## src/rtl/synth_pkg.sv

```systemverilog
// Shared constants and FSM encoding for the I2S frame scheduler.
// Default voice count and sample width, plus the scheduler state type.
package synth_pkg;

  localparam int SAMPLE_W   = 16;
  localparam int NUM_VOICES = 4;

  typedef enum logic [1:0] {
    IDLE       = 2'd0,
    COLLECT    = 2'd1,
    WAIT_FRAME = 2'd2,
    LOAD       = 2'd3
  } state_e;

endpackage

```

## src/rtl/sat_clamp.sv

```systemverilog
// Signed saturating narrower: clamps a wide signed value into OUT_W bits.
// Ports: d_i wide signed input, q_o clamped signed output.
module sat_clamp #(
  parameter int IN_W  = 18,
  parameter int OUT_W = 16
) (
  input  logic signed [IN_W-1:0]  d_i,
  output logic signed [OUT_W-1:0] q_o
);

  if (IN_W > OUT_W) begin : g_clamp
    logic [IN_W-OUT_W:0] top;
    logic                ovf;

    // Value fits only when every bit above the
    // output sign bit replicates that sign bit.
    assign top = d_i[IN_W-1:OUT_W-1];
    assign ovf = !((&top) || !(|top));

    always_comb begin
      q_o = d_i[OUT_W-1:0];
      if (ovf) begin
        if (d_i[IN_W-1]) begin
          q_o = {1'b1, {(OUT_W-1){1'b0}}};
        end else begin
          q_o = {1'b0, {(OUT_W-1){1'b1}}};
        end
      end
    end
  end else begin : g_pass
    assign q_o = OUT_W'(d_i);
  end

endmodule

```

## src/rtl/i2s_frame_scheduler.sv

```systemverilog
// Collects one sample per voice, pans and mixes into L/R, and hands the
// saturated mix to the I2S controller on each frame_clk rising edge.
// Ports: clk, reset (async, active-low), enable, voice_sample/valid/ready
// (per-voice handshake, voice i in slice i), pan (2 bits per voice: L,R),
// frame_clk, send (1-cycle load strobe), sample_left/right, underrun
// (sticky missed deadline) and underrun_clr.
module i2s_frame_scheduler #(
  parameter int NUM_VOICES = synth_pkg::NUM_VOICES,
  parameter int SAMPLE_W   = synth_pkg::SAMPLE_W
) (
  input  logic                           clk,
  input  logic                           reset,
  input  logic                           enable,
  input  logic [NUM_VOICES*SAMPLE_W-1:0] voice_sample,
  input  logic [NUM_VOICES-1:0]          voice_valid,
  output logic [NUM_VOICES-1:0]          voice_ready,
  input  logic [2*NUM_VOICES-1:0]        pan,
  input  logic                           frame_clk,
  output logic                           send,
  output logic [SAMPLE_W-1:0]            sample_left,
  output logic [SAMPLE_W-1:0]            sample_right,
  output logic                           underrun,
  input  logic                           underrun_clr
);

  import synth_pkg::*;

  localparam int IDX_W =
    (NUM_VOICES > 1) ? $clog2(NUM_VOICES) : 1;
  localparam int ACC_W =
    SAMPLE_W + $clog2(NUM_VOICES);

  state_e state_q, state_d;

  logic [IDX_W-1:0] idx_q, idx_d;

  logic signed [ACC_W-1:0] accl_q, accl_d;
  logic signed [ACC_W-1:0] accr_q, accr_d;

  logic fclk_q;
  logic frame_tick;

  logic und_q, und_d;

  logic [SAMPLE_W-1:0] sl_q, sr_q;
  logic [SAMPLE_W-1:0] sat_l, sat_r;

  logic load_d;
  logic hs;
  logic last;

  logic signed [SAMPLE_W-1:0] smp [NUM_VOICES];
  logic [NUM_VOICES-1:0]      pan_l, pan_r;
  logic signed [SAMPLE_W-1:0] cur_s;

  for (genvar g = 0; g < NUM_VOICES; g++) begin : g_voice
    assign smp[g]   = voice_sample[g*SAMPLE_W +: SAMPLE_W];
    assign pan_l[g] = pan[2*g];
    assign pan_r[g] = pan[2*g+1];
  end

  assign cur_s      = smp[idx_q];
  assign last       = (idx_q == IDX_W'(NUM_VOICES-1));
  assign frame_tick = frame_clk & ~fclk_q;

  always_comb begin
    state_d     = state_q;
    idx_d       = idx_q;
    accl_d      = accl_q;
    accr_d      = accr_q;
    und_d       = und_q & ~underrun_clr;
    voice_ready = '0;
    hs          = 1'b0;

    if (!enable) begin
      state_d = IDLE;
      idx_d   = '0;
      accl_d  = '0;
      accr_d  = '0;
    end else begin
      unique case (state_q)
        IDLE: begin
          state_d = COLLECT;
          idx_d   = '0;
          accl_d  = '0;
          accr_d  = '0;
        end

        COLLECT: begin
          voice_ready[idx_q] = 1'b1;
          hs = voice_valid[idx_q];
          if (hs) begin
            if (pan_l[idx_q]) begin
              accl_d = accl_q + ACC_W'(cur_s);
            end
            if (pan_r[idx_q]) begin
              accr_d = accr_q + ACC_W'(cur_s);
            end
            idx_d = last ? '0 : idx_q + IDX_W'(1);
          end
          // A last-voice handshake on the tick edge
          // still completes the frame in time.
          if (frame_tick) begin
            state_d = LOAD;
            if (!(hs && last)) begin
              und_d = 1'b1;
            end
          end else if (hs && last) begin
            state_d = WAIT_FRAME;
          end
        end

        WAIT_FRAME: begin
          if (frame_tick) begin
            state_d = LOAD;
          end
        end

        LOAD: begin
          state_d = COLLECT;
          idx_d   = '0;
          accl_d  = '0;
          accr_d  = '0;
        end

        default: begin
          state_d = IDLE;
        end
      endcase
    end
  end

  // Outputs are captured on the edge entering LOAD
  // so they are already valid while send is high.
  assign load_d = (state_d == LOAD);

  sat_clamp #(
    .IN_W  (ACC_W),
    .OUT_W (SAMPLE_W)
  ) u_sat_l (
    .d_i (accl_d),
    .q_o (sat_l)
  );

  sat_clamp #(
    .IN_W  (ACC_W),
    .OUT_W (SAMPLE_W)
  ) u_sat_r (
    .d_i (accr_d),
    .q_o (sat_r)
  );

  always_ff @(posedge clk or negedge reset) begin
    if (!reset) begin
      state_q <= IDLE;
      idx_q   <= '0;
      accl_q  <= '0;
      accr_q  <= '0;
      fclk_q  <= 1'b0;
      und_q   <= 1'b0;
    end else begin
      state_q <= state_d;
      idx_q   <= idx_d;
      accl_q  <= accl_d;
      accr_q  <= accr_d;
      fclk_q  <= frame_clk;
      und_q   <= und_d;
    end
  end

  always_ff @(posedge clk or negedge reset) begin
    if (!reset) begin
      sl_q <= '0;
      sr_q <= '0;
    end else if (load_d) begin
      sl_q <= sat_l;
      sr_q <= sat_r;
    end
  end

  assign send         = (state_q == LOAD);
  assign sample_left  = sl_q;
  assign sample_right = sr_q;
  assign underrun     = und_q;

endmodule

```

## config.mk

```make
export PLATFORM = sky130hd
export DESIGN_NAME = i2s_frame_scheduler
export DESIGN_NICKNAME = d
export VERILOG_FILES = /design/src/rtl/synth_pkg.sv /design/src/rtl/sat_clamp.sv /design/src/rtl/i2s_frame_scheduler.sv
export SDC_FILE = /design/constraint.sdc
export NUM_CORES = 1
export LEC_CHECK = 0
export CORE_MARGIN = 8
export CORE_UTILIZATION = 45
export DETAILED_ROUTE_END_ITERATION = 8
export DONT_BUFFER_PORTS = 1
export PLACE_DENSITY_LB_ADDON = 0.3
export SYNTH_ARGS = -nofsm -noshare
export SYNTH_HDL_FRONTEND = slang
export SYNTH_HIERARCHICAL = 1
export SYNTH_SLANG_ARGS = --single-unit
```

## constraint.sdc

```tcl
create_clock -name clk -period 5.25 [get_ports clk]
set_clock_uncertainty 0.15 [all_clocks]
set_input_delay 0.2625 -clock clk [delete_from_list [all_inputs] [get_ports clk]]
set_output_delay 0.2625 -clock clk [all_outputs]
set_load 0.1 [all_outputs]
```

==> flow_metrics.env <==
export IMPL_layout_common_cells="74 x dfrtp_1, 68 x nor2_1, 42 x ha_1, 38 x nand2_1, 33 x a21oi_1"
export IMPL_end_kind="flip-flop"
export IMPL_synth_edf_count=0
export IMPL_vdd_drop_max_mv=0.307
export IMPL_dpl_cell_count=761
export IMPL_post_cts_buffers=0
export IMPL_final_nets=726
export IMPL_synthToLayoutAreaGrowth_pct=7.97
export IMPL_antenna_found_initial=3
export IMPL_synth_top_area_share_pct=31.1
export IMPL_max_freq_mhz=212
export IMPL_worst_skew_pair_late_latency_ns=0.35
export IMPL_hp_start="frame_clk"
export IMPL_final_common_cell="dfrtp_1"
export IMPL_max_clock_path_buffers=2
export IMPL_io_pins=119
export IMPL_clk_pin_slew_ns=0.06
export IMPL_fin_cells=787
export IMPL_wl_um=16700
export IMPL_synth_fp_nets=737
export IMPL_setup_viol=0
export IMPL_crit_path_start_kind="flip-flop"
export IMPL_die_area_sq_um=17200
export IMPL_cts_root_buf="clkbuf_16"
export IMPL_track_usage_pct=19.3
export IMPL_cts_tree="yes"
export IMPL_fin_tns_setup_ns=0
export IMPL_ys_flop_type="dfrtp_1"
export IMPL_post_route_min_period_ns=4.71
export IMPL_htree_levels=3
export IMPL_worst_path_max_fanout=32
export IMPL_routedWlPerCell_um=21.3
export IMPL_dr_pass1_iters=5
export IMPL_utilization_pct=49.2
export IMPL_dpl_cell_area_sq_um=6030
export IMPL_die_height_um=131
export IMPL_drc=0
export IMPL_arrival_ns=4.79
export IMPL_drive_gt1_share_pct=14.5
export IMPL_cts_buffers=9
export IMPL_min_period_over_period_pct=89.8
export IMPL_synth_area_leaders="dfrtp_1 31%, ha_1 8.8%, mux2_4 7.8%"
export IMPL_synth_top_area_cell="dfrtp_1"
export IMPL_p_leak_uw=0.00295
export IMPL_synthCells=612
export IMPL_startpoint="idx_q[1]"
export IMPL_ys_types=62
export IMPL_routabilityCongestion=0.895
export IMPL_tightestPinTransition_ns=1.11
export IMPL_yosysSeqAreaShare_pct=31.1
export IMPL_ys_ff_latch=74
export IMPL_rr_startpoint="idx_q[1]"
export IMPL_fillers=1201
export IMPL_cp_data_required_time_ns=5.33
export IMPL_cts_resized=0
export IMPL_hold_violations=0
export IMPL_min_path_type="input port to flip-flop"
export IMPL_final_area_sq_um=6440
export IMPL_grt_start_max_net_pins=75
export IMPL_start_util_pct=45.6
export IMPL_overflow=0
export IMPL_io_buffers=0
export IMPL_synth_async_reset_ratio_pct=100
export IMPL_critPathKind="flip-flop to flip-flop"
export IMPL_status="finished, final reports clean"
export IMPL_vias=4738
export IMPL_netlist_area_sq_um=5960
export IMPL_viasPerCell=6.02
export IMPL_yosys_warnings=6
export IMPL_ant_nets=0
export IMPL_rows=42
export IMPL_relSlewSlack_pct=25.5
export IMPL_dpl_hpwl_um=12600
export IMPL_die_w_um=131
export IMPL_syn_area_per_cell_sq_um=9.74
export IMPL_powerDensity_nw_per_um2=502
export IMPL_maxCapViolCount=0
export IMPL_grt_pass1_wl_um=26800
export IMPL_rsz0062_at_grt="no"
export IMPL_core_area_sq_um=13100
export IMPL_grt_pass1_vias=4695
export IMPL_drt_iter0_drc=417
export IMPL_slew_violations=0
export IMPL_cts_sinks=74
==> final cells by class <==
class / instances / area (sq um) / share of cell area [%]
flip-flops and latches: 74 / 1850 / 28.8
inverters: 15 / 56.3 / 0.874
well taps: 176 / 220 / 3.42
diodes: 5 / 12.5 / 0.194
multi-input cells: 489 / 3850 / 59.8
clock inverters: 6 / 88.8 / 1.38
repair buffers: 12 / 120 / 1.87
clock buffers: 10 / 239 / 3.71
==> cells in the mapped netlist, types with 3 or more instances <==
master     instances
dfrtp_1           74
nor2_1            68
ha_1              42
nand2_1           38
a21oi_1           34
mux2_4            31
o21ai_0           31
o22ai_1           31
a21boi_1          30
mux4_2            17
inv_1             15
a21o_1            14
buf_2             13
xnor2_1           12
nor3_1            11
a22o_1             9
clkbuf_1           9
o21a_1             9
buf_6              8
nand2b_1           8
nor2b_1            8
or3_1              8
and3_1             7
nand3_1            7
xor2_1             7
mux2i_1            6
a211oi_1           5
a32o_1             4
mux2_2             4
a2111oi_0          3
a21boi_0           3
buf_4              3
o31ai_1            3
==> layer usage <==
layer | share of wire (%) | GRT usage (%)
met5 | 0 | 0
met1 | 44 | 24.9
met2 | 49 | 31.3
met3 | 5.4 | 4.88
met4 | 1.1 | 5.81
==> repair_timing <==
action,4_1_cts,5_1_grt
setup endpoints to repair,0,0
hold endpoints to repair,81,0
hold buffers,5,0
==> final timing paths <==
kind / depth (start not counted) / end / slack [ns]
setup / recovery: 12 / sample_left[5] / 0.54
hold / removal: 2 / state_q[0] / 0.12
setup reg to reg: 12 / sample_left[5] / 0.54
hold reg to reg: 1 / accl_q[16] / 0.40
max in group asynchronous: 2 / accr_q[16] / 4.28
min in group asynchronous: 2 / accl_q[17] / 0.35
==> where the power goes <==
part	internal, uW	total [uW]	switching, uW
Combinational	473	1030	555
Sequential	682	1510	832
Clock	430	690	260
==> worst max-delay path: stages, from the launching register on <==
cell and delay [ns]:
dfrtp_1 0.97, mux4_2 0.46, ha_1 0.38, a21o_1 0.19, nand3_1 0.10, a31oi_1 0.30
o2bb2ai_1 0.17, mux2_2 0.36, o31ai_1 0.28, o2bb2ai_2 0.53, a21boi_1 0.26, o22ai_1 0.11
mux2_4 0.33
==> per-stage QoR <==
| step | hold slack, ns | worst slack (ns) | total power, uW |
|---|---|---|---|
| 5_1_grt | 0.141 | 0.221 | 3390 |
| 3_5_place_dp | -0.179 | 0.578 | 2530 |
| 2_1_floorplan | -0.183 | 0.849 | 2350 |
| 3_3_place_gp | -0.179 | 0.647 | 2500 |
| 6_report | 0.124 | 0.535 | 3230 |
| 4_1_cts | 0.113 | 0.550 | 3250 |
==> cell families (layout without fill, tap and decap cells) <==
kind of cell	after synthesis	in the layout	share of synthesized area, %
flops	74	74	31.1
fa+ha+maj	44	44	9.48
xor+xnor	19	19	2.79
other cells	0	5	0
simple gates	171	171	13.4
mux	59	59	16.4
compound gates	196	196	22.3
buf+inv	49	43	4.55
==> flip-flops by register name (all words and copies together) (netlist names) <==
name and count:
sample_right 16, accl_q 18, accr_q 18, sample_left 16
state_q 2, fclk_q 1, idx_q 2, underrun 1
Power figures use the tool's default switching activity.
